`src/rtl/gshare_bp_param_if.sv`:
```
// Fetch/resolve bus between the front end, AGEX and the gshare predictor.
// master = FE/AGEX side (drives fetch and resolve), slave = predictor.
interface gshare_bp_param_if #(
  parameter int DBITS = 32,
  parameter int GHR_W = 8
);
  logic             fe_valid;
  logic [DBITS-1:0] fe_pc;
  logic [DBITS-1:0] pred_pc;
  logic             pred_taken;
  logic [GHR_W-1:0] pred_ghr;
  logic             ready;
  logic             upd_valid;
  logic             upd_is_br;
  logic [DBITS-1:0] upd_pc;
  logic             upd_taken;
  logic [DBITS-1:0] upd_target;
  logic [DBITS-1:0] upd_pred_pc;
  logic [GHR_W-1:0] upd_ghr;
  logic             flush;
  logic [DBITS-1:0] flush_pc;
  logic [31:0]      br_cnt;
  logic [31:0]      mispred_cnt;

  modport master (
    output fe_valid, fe_pc, upd_valid, upd_is_br, upd_pc, upd_taken,
           upd_target, upd_pred_pc, upd_ghr,
    input  pred_pc, pred_taken, pred_ghr, ready, flush, flush_pc,
           br_cnt, mispred_cnt
  );

  modport slave (
    input  fe_valid, fe_pc, upd_valid, upd_is_br, upd_pc, upd_taken,
           upd_target, upd_pred_pc, upd_ghr,
    output pred_pc, pred_taken, pred_ghr, ready, flush, flush_pc,
           br_cnt, mispred_cnt
  );
endinterface

```
`src/rtl/gshare_bp_param.sv`:
```
// Gshare branch predictor: PHT of saturating counters indexed by PC^GHR,
// direct-mapped tagged BTB, speculative global history restored on flush.
// A clear sweep initialises both tables after every reset.
//
// state | meaning
// CLEAR | sweeping clr_idx over PHT/BTB, ready=0, updates ignored
// RUN   | predicting and training, ready=1
module gshare_bp_param #(
  parameter int DBITS     = 32,
  parameter int INSTSIZE  = 4,
  parameter int PHT_IDX_W = 8,
  parameter int BTB_IDX_W = 4,
  parameter int GHR_W     = 8,
  parameter int CTR_W     = 2,
  parameter int CTR_INIT  = 1
) (
  input logic             clk,
  input logic             reset,
  gshare_bp_param_if.slave bus
);
  localparam int PHT_N = 1 << PHT_IDX_W;
  localparam int BTB_N = 1 << BTB_IDX_W;
  localparam int CLR_W = (PHT_IDX_W > BTB_IDX_W) ? PHT_IDX_W : BTB_IDX_W;
  localparam int TAG_W = DBITS - BTB_IDX_W - 2;
  localparam logic [CLR_W-1:0] CLR_LAST = '1;
  localparam logic [CTR_W-1:0] CTR_MAX  = '1;

  typedef enum logic {CLEAR = 1'b0, RUN = 1'b1} state_t;

  state_t           state_q;
  logic [CLR_W-1:0] clr_idx_q;
  logic             ready_q;
  logic [GHR_W-1:0] ghr_q, ghr_d;
  logic [31:0]      br_cnt_q, mispred_cnt_q;

  logic [CTR_W-1:0] pht_q       [PHT_N];
  logic             btb_valid_q [BTB_N];
  logic [TAG_W-1:0] btb_tag_q   [BTB_N];
  logic [DBITS-1:0] btb_tgt_q   [BTB_N];

  logic [PHT_IDX_W-1:0] fe_pht_idx, upd_pht_idx;
  logic [BTB_IDX_W-1:0] fe_btb_idx, upd_btb_idx;
  logic                 fe_hit, fe_taken, upd_br, flush;
  logic [DBITS-1:0]     upd_next;
  logic [CTR_W-1:0]     pht_cur, pht_d;

  assign fe_pht_idx  = bus.fe_pc[PHT_IDX_W+1:2] ^ PHT_IDX_W'(ghr_q);
  assign fe_btb_idx  = bus.fe_pc[BTB_IDX_W+1:2];
  assign upd_pht_idx = bus.upd_pc[PHT_IDX_W+1:2] ^ PHT_IDX_W'(bus.upd_ghr);
  assign upd_btb_idx = bus.upd_pc[BTB_IDX_W+1:2];

  // Lookup uses pre-edge table contents, so a same-cycle write is not visible.
  assign fe_hit   = ready_q & btb_valid_q[fe_btb_idx] &
                    (btb_tag_q[fe_btb_idx] == bus.fe_pc[DBITS-1:BTB_IDX_W+2]);
  assign fe_taken = fe_hit & pht_q[fe_pht_idx][CTR_W-1];

  assign upd_next = bus.upd_taken ? bus.upd_target : bus.upd_pc + DBITS'(INSTSIZE);
  assign flush    = ready_q & bus.upd_valid & (upd_next != bus.upd_pred_pc);
  assign upd_br   = ready_q & bus.upd_valid & bus.upd_is_br;

  assign bus.pred_taken  = fe_taken;
  assign bus.pred_pc     = flush    ? upd_next :
                           fe_taken ? btb_tgt_q[fe_btb_idx] : bus.fe_pc + DBITS'(INSTSIZE);
  assign bus.pred_ghr    = ghr_q;
  assign bus.ready       = ready_q;
  assign bus.flush       = flush;
  assign bus.flush_pc    = upd_next;
  assign bus.br_cnt      = br_cnt_q;
  assign bus.mispred_cnt = mispred_cnt_q;

  // Next history: a flush restores from the resolved instruction and wins over FE speculation.
  always_comb begin
    ghr_d = ghr_q;
    if (flush)
      ghr_d = bus.upd_is_br ? {bus.upd_ghr[GHR_W-2:0], bus.upd_taken} : bus.upd_ghr;
    else if (bus.fe_valid & fe_hit)
      ghr_d = {ghr_q[GHR_W-2:0], fe_taken};
  end

  // Saturating counter step for the resolved branch.
  always_comb begin
    pht_cur = pht_q[upd_pht_idx];
    pht_d   = pht_cur;
    if (bus.upd_taken) begin
      if (pht_cur != CTR_MAX) pht_d = pht_cur + 1'b1;
    end else begin
      if (pht_cur != '0) pht_d = pht_cur - 1'b1;
    end
  end

  // Control FSM, history register and saturating statistics counters.
  always_ff @(posedge clk or negedge reset) begin
    if (!reset) begin
      state_q       <= CLEAR;
      clr_idx_q     <= '0;
      ready_q       <= 1'b0;
      ghr_q         <= '0;
      br_cnt_q      <= '0;
      mispred_cnt_q <= '0;
    end else begin
      case (state_q)
        CLEAR: begin
          clr_idx_q <= clr_idx_q + 1'b1;
          if (clr_idx_q == CLR_LAST) begin
            state_q <= RUN;
            ready_q <= 1'b1;
          end
        end
        default: begin
          ghr_q <= ghr_d;
          if (upd_br && (br_cnt_q != '1))      br_cnt_q      <= br_cnt_q + 1'b1;
          if (flush && (mispred_cnt_q != '1))  mispred_cnt_q <= mispred_cnt_q + 1'b1;
        end
      endcase
    end
  end

  // Table storage: clear sweep, then training from resolved branches.
  always_ff @(posedge clk) begin
    if (state_q == CLEAR) begin
      pht_q[clr_idx_q[PHT_IDX_W-1:0]]       <= CTR_W'(CTR_INIT);
      btb_valid_q[clr_idx_q[BTB_IDX_W-1:0]] <= 1'b0;
    end else if (upd_br) begin
      pht_q[upd_pht_idx] <= pht_d;
      if (bus.upd_taken) begin
        btb_valid_q[upd_btb_idx] <= 1'b1;
        btb_tag_q[upd_btb_idx]   <= bus.upd_pc[DBITS-1:BTB_IDX_W+2];
        btb_tgt_q[upd_btb_idx]   <= bus.upd_target;
      end
    end
  end
endmodule

```
`src/flat_wrapper.sv`:
```
// flat-port wrapper written by rule: the top's interface ports become plain ports
module gshare_bp_param_flat 
#(
  parameter int DBITS     = 32,
  parameter int INSTSIZE  = 4,
  parameter int PHT_IDX_W = 8,
  parameter int BTB_IDX_W = 4,
  parameter int GHR_W     = 8,
  parameter int CTR_W     = 2,
  parameter int CTR_INIT  = 1
)
  (clk, reset, bus_fe_valid, bus_fe_pc, bus_upd_valid, bus_upd_is_br, bus_upd_pc, bus_upd_taken, bus_upd_target, bus_upd_pred_pc, bus_upd_ghr, bus_pred_pc, bus_pred_taken, bus_pred_ghr, bus_ready, bus_flush, bus_flush_pc, bus_br_cnt, bus_mispred_cnt);
  gshare_bp_param_if #(.DBITS(DBITS), .GHR_W(GHR_W)) bus_i ();
  input logic clk;
  input logic reset;
  input wire logic [$bits(bus_i.fe_valid)-1:0] bus_fe_valid;
  input wire logic [$bits(bus_i.fe_pc)-1:0] bus_fe_pc;
  input wire logic [$bits(bus_i.upd_valid)-1:0] bus_upd_valid;
  input wire logic [$bits(bus_i.upd_is_br)-1:0] bus_upd_is_br;
  input wire logic [$bits(bus_i.upd_pc)-1:0] bus_upd_pc;
  input wire logic [$bits(bus_i.upd_taken)-1:0] bus_upd_taken;
  input wire logic [$bits(bus_i.upd_target)-1:0] bus_upd_target;
  input wire logic [$bits(bus_i.upd_pred_pc)-1:0] bus_upd_pred_pc;
  input wire logic [$bits(bus_i.upd_ghr)-1:0] bus_upd_ghr;
  output wire logic [$bits(bus_i.pred_pc)-1:0] bus_pred_pc;
  output wire logic [$bits(bus_i.pred_taken)-1:0] bus_pred_taken;
  output wire logic [$bits(bus_i.pred_ghr)-1:0] bus_pred_ghr;
  output wire logic [$bits(bus_i.ready)-1:0] bus_ready;
  output wire logic [$bits(bus_i.flush)-1:0] bus_flush;
  output wire logic [$bits(bus_i.flush_pc)-1:0] bus_flush_pc;
  output wire logic [$bits(bus_i.br_cnt)-1:0] bus_br_cnt;
  output wire logic [$bits(bus_i.mispred_cnt)-1:0] bus_mispred_cnt;
  assign bus_i.fe_valid = bus_fe_valid;
  assign bus_i.fe_pc = bus_fe_pc;
  assign bus_i.upd_valid = bus_upd_valid;
  assign bus_i.upd_is_br = bus_upd_is_br;
  assign bus_i.upd_pc = bus_upd_pc;
  assign bus_i.upd_taken = bus_upd_taken;
  assign bus_i.upd_target = bus_upd_target;
  assign bus_i.upd_pred_pc = bus_upd_pred_pc;
  assign bus_i.upd_ghr = bus_upd_ghr;
  assign bus_pred_pc = bus_i.pred_pc;
  assign bus_pred_taken = bus_i.pred_taken;
  assign bus_pred_ghr = bus_i.pred_ghr;
  assign bus_ready = bus_i.ready;
  assign bus_flush = bus_i.flush;
  assign bus_flush_pc = bus_i.flush_pc;
  assign bus_br_cnt = bus_i.br_cnt;
  assign bus_mispred_cnt = bus_i.mispred_cnt;
  gshare_bp_param #(.DBITS(DBITS), .INSTSIZE(INSTSIZE), .PHT_IDX_W(PHT_IDX_W), .BTB_IDX_W(BTB_IDX_W), .GHR_W(GHR_W), .CTR_W(CTR_W), .CTR_INIT(CTR_INIT)) u_core (.clk(clk), .reset(reset), .bus(bus_i));
endmodule
```
`config.mk`:
```
export PLATFORM = sky130hd
export DESIGN_NAME = gshare_bp_param_flat
export DESIGN_NICKNAME = d
export VERILOG_FILES = /design/src/rtl/gshare_bp_param_if.sv /design/src/rtl/gshare_bp_param.sv /design/src/flat_wrapper.sv
export SDC_FILE = /design/constraint.sdc
export NUM_CORES = 2
export LEC_CHECK = 0
export CAP_MARGIN = 20
export CORE_MARGIN = 2
export CORE_UTILIZATION = 50
export DETAILED_ROUTE_END_ITERATION = 8
export PLACE_DENSITY = 0.74
export SKIP_CTS_REPAIR_TIMING = 1
export SLEW_MARGIN = 25
export SYNTH_ARGS = -nofsm -noshare
export SYNTH_HDL_FRONTEND = slang
export SYNTH_SLANG_ARGS = --single-unit
export TNS_END_PERCENT = 1
```
`constraint.sdc`:
```
create_clock -name clk -period 8.6 [get_ports clk]
set_input_delay 1.72 -clock clk [delete_from_list [all_inputs] [get_ports clk]]
set_output_delay 1.72 -clock clk [all_outputs]
set_load 0.005 [all_outputs]
```
==> qor.txt <==
Effective utilization at floorplan = 50.51%
Max Clk Rate = 119.8 MHz
Count of cells along the worst hold path = 1
Number of nets produced by synthesis = 3902
Post-route cell area = 78010 sq um
Worst min-delay path startpoint = u_core.bus.br_cnt[26]
Number of warnings printed during yosys synthesis = 0
WL/cell = 31.99 microns
Hold Path Sink = u_core.bus.br_cnt[26]
EDFF count, synth = 1456
GR Layer Usage met2 = 44.23%
Setup total negative slack = 0 ps
Reg-to-Reg Start = u_core.bus.ready
Synthesized cell area = 66650 sq um
Worst slew margin relative to its limit = 25.28%
Highest-count cells in the layout ignoring fill and taps = sky130_fd_sc_hd__edfxtp_1, sky130_fd_sc_hd__mux4_2, sky130_fd_sc_hd__nor2_1
DP Cell Count = 5777
Met1 track demand over resource in global routing = 37.26%
DR vias = 39460
Instance count of the mapped netlist = 3752
Syn-to-layout area delta = 17.05%
Clock-pin slew on the worst setup and hold paths = 50 ps
Post-Place Cell Area = 73060 sq um
Length in cells of the worst reg-to-reg path = 8
Filler cell count = 9416
Crit Path Category = input pin to output port
Global route overflow = 0
Total Routed Length = 194000 microns
Hold_ws = 491.2 ps
Final cycle utilization of the critical path = 97.02%
Total global-route track usage = 28.49%
Number of synthesized register bits = 1538
Proportion of layout cells with a drive suffix above 1 = 22.58%
Standard-cell row count = 133
Clock root buffer = sky130_fd_sc_hd__clkbuf_16
GRT busiest layer = met2
Via density per instance = 6.506
GR met3 Demand/Resource = 7.541%
Post-DP HPWL = 126000 microns
Power per cell area = 202.6 nW/um^2
Final-report hold violation count = 0
Type of origin of the critical path = input pin
Fraction of the yosys area taken by sequential cells = 68.68%
Clock latency at the later pin of the worst-skew pair = 800 ps
Number of global-route vias before repair = 39140
Highest ir drop seen on vdd = 0.1679 mV
Final max-slew violation count = 0
Number of violations reported at the end of detailed-routing iteration 0 = 6216
Endpoint arrival time on the critical path = 6620 ps
Final setup violation count = 0
DRT antenna net count = 0
Chip Width = 369.1 microns
Endpoint of the worst register-to-register path = u_core.pht_q[143][1]
Final weighted congestion of routability-driven global placement = 0.9485
Flip-flop cell with the highest count after synthesis = sky130_fd_sc_hd__edfxtp_1
Antenna violations before repair = 20
Biggest fanout along the worst timing path = 14
Area occupied by multi-input gates = 20020 sq um
Clock sink count = 1538
Max Clock Skew = 32.18 ps
Total Die Area = 136200 sq um
TritonCTS clock tree = yes
Wire length of the first global-routing pass = 276400 microns
Worst slew pin tran = 1109 ps
Post-layout minimum cycle time = 8344 ps
Share of async-settable or async-resettable flops after synthesis = 5.332%
Distinct cells, synth = 80
Number of buffers inserted by port buffering = 280
Die Ht = 369.1 microns
Internal reg-to-reg setup slack = 4000 ps
Mean instance size in the synthesized netlist = 17.76 sq um
Deepest level of the CTS H-tree = 4
Setup repair after global routing missed its margin = false
Clock buffer depth = 3
Number of nets in the layout = 4330
Core footprint = 132000 sq um
Boundary pin count = 281
Worst EP required = 6880 ps
Leading cell type in the layout, fill and taps excluded = sky130_fd_sc_hd__edfxtp_1
Max-cap violation count = 0
Largest net degree at the start of global routing = 101
Leakage power total = 24.72 nW
Num CTS Buffers = 155
First-pass DRT Iterations = 6
Register Area = 45770 sq um
Final routed DRC violation total = 0
Run status = finished clean
Final std cells w/o fill = 6065
Kind of end point of the critical path = output port
HP Class = flop to flop
==> logic make-up after synthesis <==
| group | after synthesis | share of synthesized area (%) |
|---|---|---|
| flip-flops | 1538 | 68.68 |
| buffers and inverters | 260 | 1.697 |
| AND/OR/NAND/NOR | 880 | 5.968 |
| adder cells (fa/ha/maj) | 9 | 0.1652 |
| multiplexers | 603 | 18.13 |
| AO/OA/AOI/OAI | 257 | 2.621 |
| XOR/XNOR | 205 | 2.735 |
==> per-stage QoR <==
stage,total power [mW],worst slack (ps),utilization (%)
2_1_floorplan,8.838,334.5,-
3_3_place_gp,9.352,-174.0,55.26
3_5_place_dp,9.360,-21.85,55.37
4_1_cts,15.84,-37.79,59.09
5_1_grt,16.19,47.11,59.11
6_report,15.81,255.9,59.12
==> cell type report <==
type,count,share of cell area [%]
flip-flops and latches,1538,58.67
multi-input cells,1954,25.66
repair buffers,491,6.335
clock buffers,193,5.248
well taps,1755,2.815
clock inverters,85,1.047
inverters,40,0.1925
diodes,9,0.02887
==> synthesized netlist by cell type (11+ instances only) <==
library cell	number	share of area (%)
sky130_fd_sc_hd__nand4_1	46	0.43
sky130_fd_sc_hd__a221oi_1	14	0.18
sky130_fd_sc_hd__edfxtp_1	1456	66
sky130_fd_sc_hd__nor2_1	377	2.1
sky130_fd_sc_hd__mux4_2	481	16
sky130_fd_sc_hd__or4_1	15	0.17
sky130_fd_sc_hd__xnor2_1	114	1.5
sky130_fd_sc_hd__nor3_1	40	0.30
sky130_fd_sc_hd__a31oi_1	15	0.14
sky130_fd_sc_hd__nand2_1	213	1.2
sky130_fd_sc_hd__and3_1	26	0.24
sky130_fd_sc_hd__o21ai_0	38	0.29
sky130_fd_sc_hd__and4_1	15	0.20
sky130_fd_sc_hd__xor2_1	89	1.2
sky130_fd_sc_hd__nor2b_1	12	0.11
sky130_fd_sc_hd__mux2_2	17	0.29
sky130_fd_sc_hd__nor4_1	17	0.16
sky130_fd_sc_hd__buf_2	43	0.32
sky130_fd_sc_hd__buf_1	35	0.20
sky130_fd_sc_hd__buf_4	11	0.12
sky130_fd_sc_hd__o21ai_1	29	0.22
sky130_fd_sc_hd__dfrtp_1	82	3.1
sky130_fd_sc_hd__inv_1	37	0.21
sky130_fd_sc_hd__mux2i_1	96	1.4
sky130_fd_sc_hd__a22oi_1	20	0.23
sky130_fd_sc_hd__nand3_1	76	0.57
sky130_fd_sc_hd__clkbuf_1	123	0.69
sky130_fd_sc_hd__o31ai_1	11	0.12
sky130_fd_sc_hd__a21oi_1	43	0.32
==> sequential cells by signal, summed over array words and instances, names as in the netlist <==
| register | cells |
|---|---|
| u_core.btb_tag_q | 416 |
| u_core.bus.br_cnt | 32 |
| u_core.bus.pred_ghr | 8 |
| u_core.bus.mispred_cnt | 32 |
| u_core.btb_valid_q | 16 |
| u_core.pht_q | 512 |
| u_core.clr_idx_q | 8 |
| u_core.bus.ready | 1 |
| u_core.btb_tgt_q | 512 |
| u_core.state_q | 1 |
==> worst max path at each step <==
| stage | startpoint | end | slack, ps |
|---|---|---|---|
| finish | bus_upd_pc[2] | bus_pred_pc[6] | 260 |
| global placement | bus_fe_pc[3] | bus_pred_pc[22] | -170 |
| detailed placement | bus_fe_pc[3] | bus_pred_pc[11] | -20 |
| global route | bus_upd_pc[2] | bus_pred_pc[9] | 50 |
| floorplan | bus_upd_pc[2] | u_core.pht_q[0][1] | 330 |
| CTS | bus_fe_pc[3] | bus_pred_pc[11] | -40 |
==> power breakdown <==
group          total (mW)  switching, mW  leakage [nW]  internal (mW)
Clock                6.59           2.87          2.38           3.72
Combinational        1.07          0.628          8.28          0.447
Sequential           8.15              0          14.1           8.15
==> worst max-delay path, cell delays in order <==
cell and delay, ps:
sky130_fd_sc_hd__clkdlybuf4s50_1 490, sky130_fd_sc_hd__ha_1 220, sky130_fd_sc_hd__nand3_1 410, sky130_fd_sc_hd__buf_4 350
sky130_fd_sc_hd__or4_1 530, sky130_fd_sc_hd__o211ai_1 280, sky130_fd_sc_hd__buf_4 200, sky130_fd_sc_hd__xor2_1 70
sky130_fd_sc_hd__or3_1 380, sky130_fd_sc_hd__a2111oi_2 470, sky130_fd_sc_hd__nand4_2 200, sky130_fd_sc_hd__nand2_2 130
sky130_fd_sc_hd__inv_2 50, sky130_fd_sc_hd__buf_4 210, sky130_fd_sc_hd__o21ai_1 180, sky130_fd_sc_hd__buf_4 190
sky130_fd_sc_hd__clkdlybuf4s50_1 520
==> per-layer routing <==
| metal | vias up | part of all wire [%] |
|---|---|---|
| met5 | - | 0.021 |
| met4 | 6 | 5.6 |
| met3 | 498 | 12 |
| met2 | 2709 | 47 |
| met1 | 20300 | 36 |
| li1 | 15940 | - |
Power figures use the tool's default switching activity.
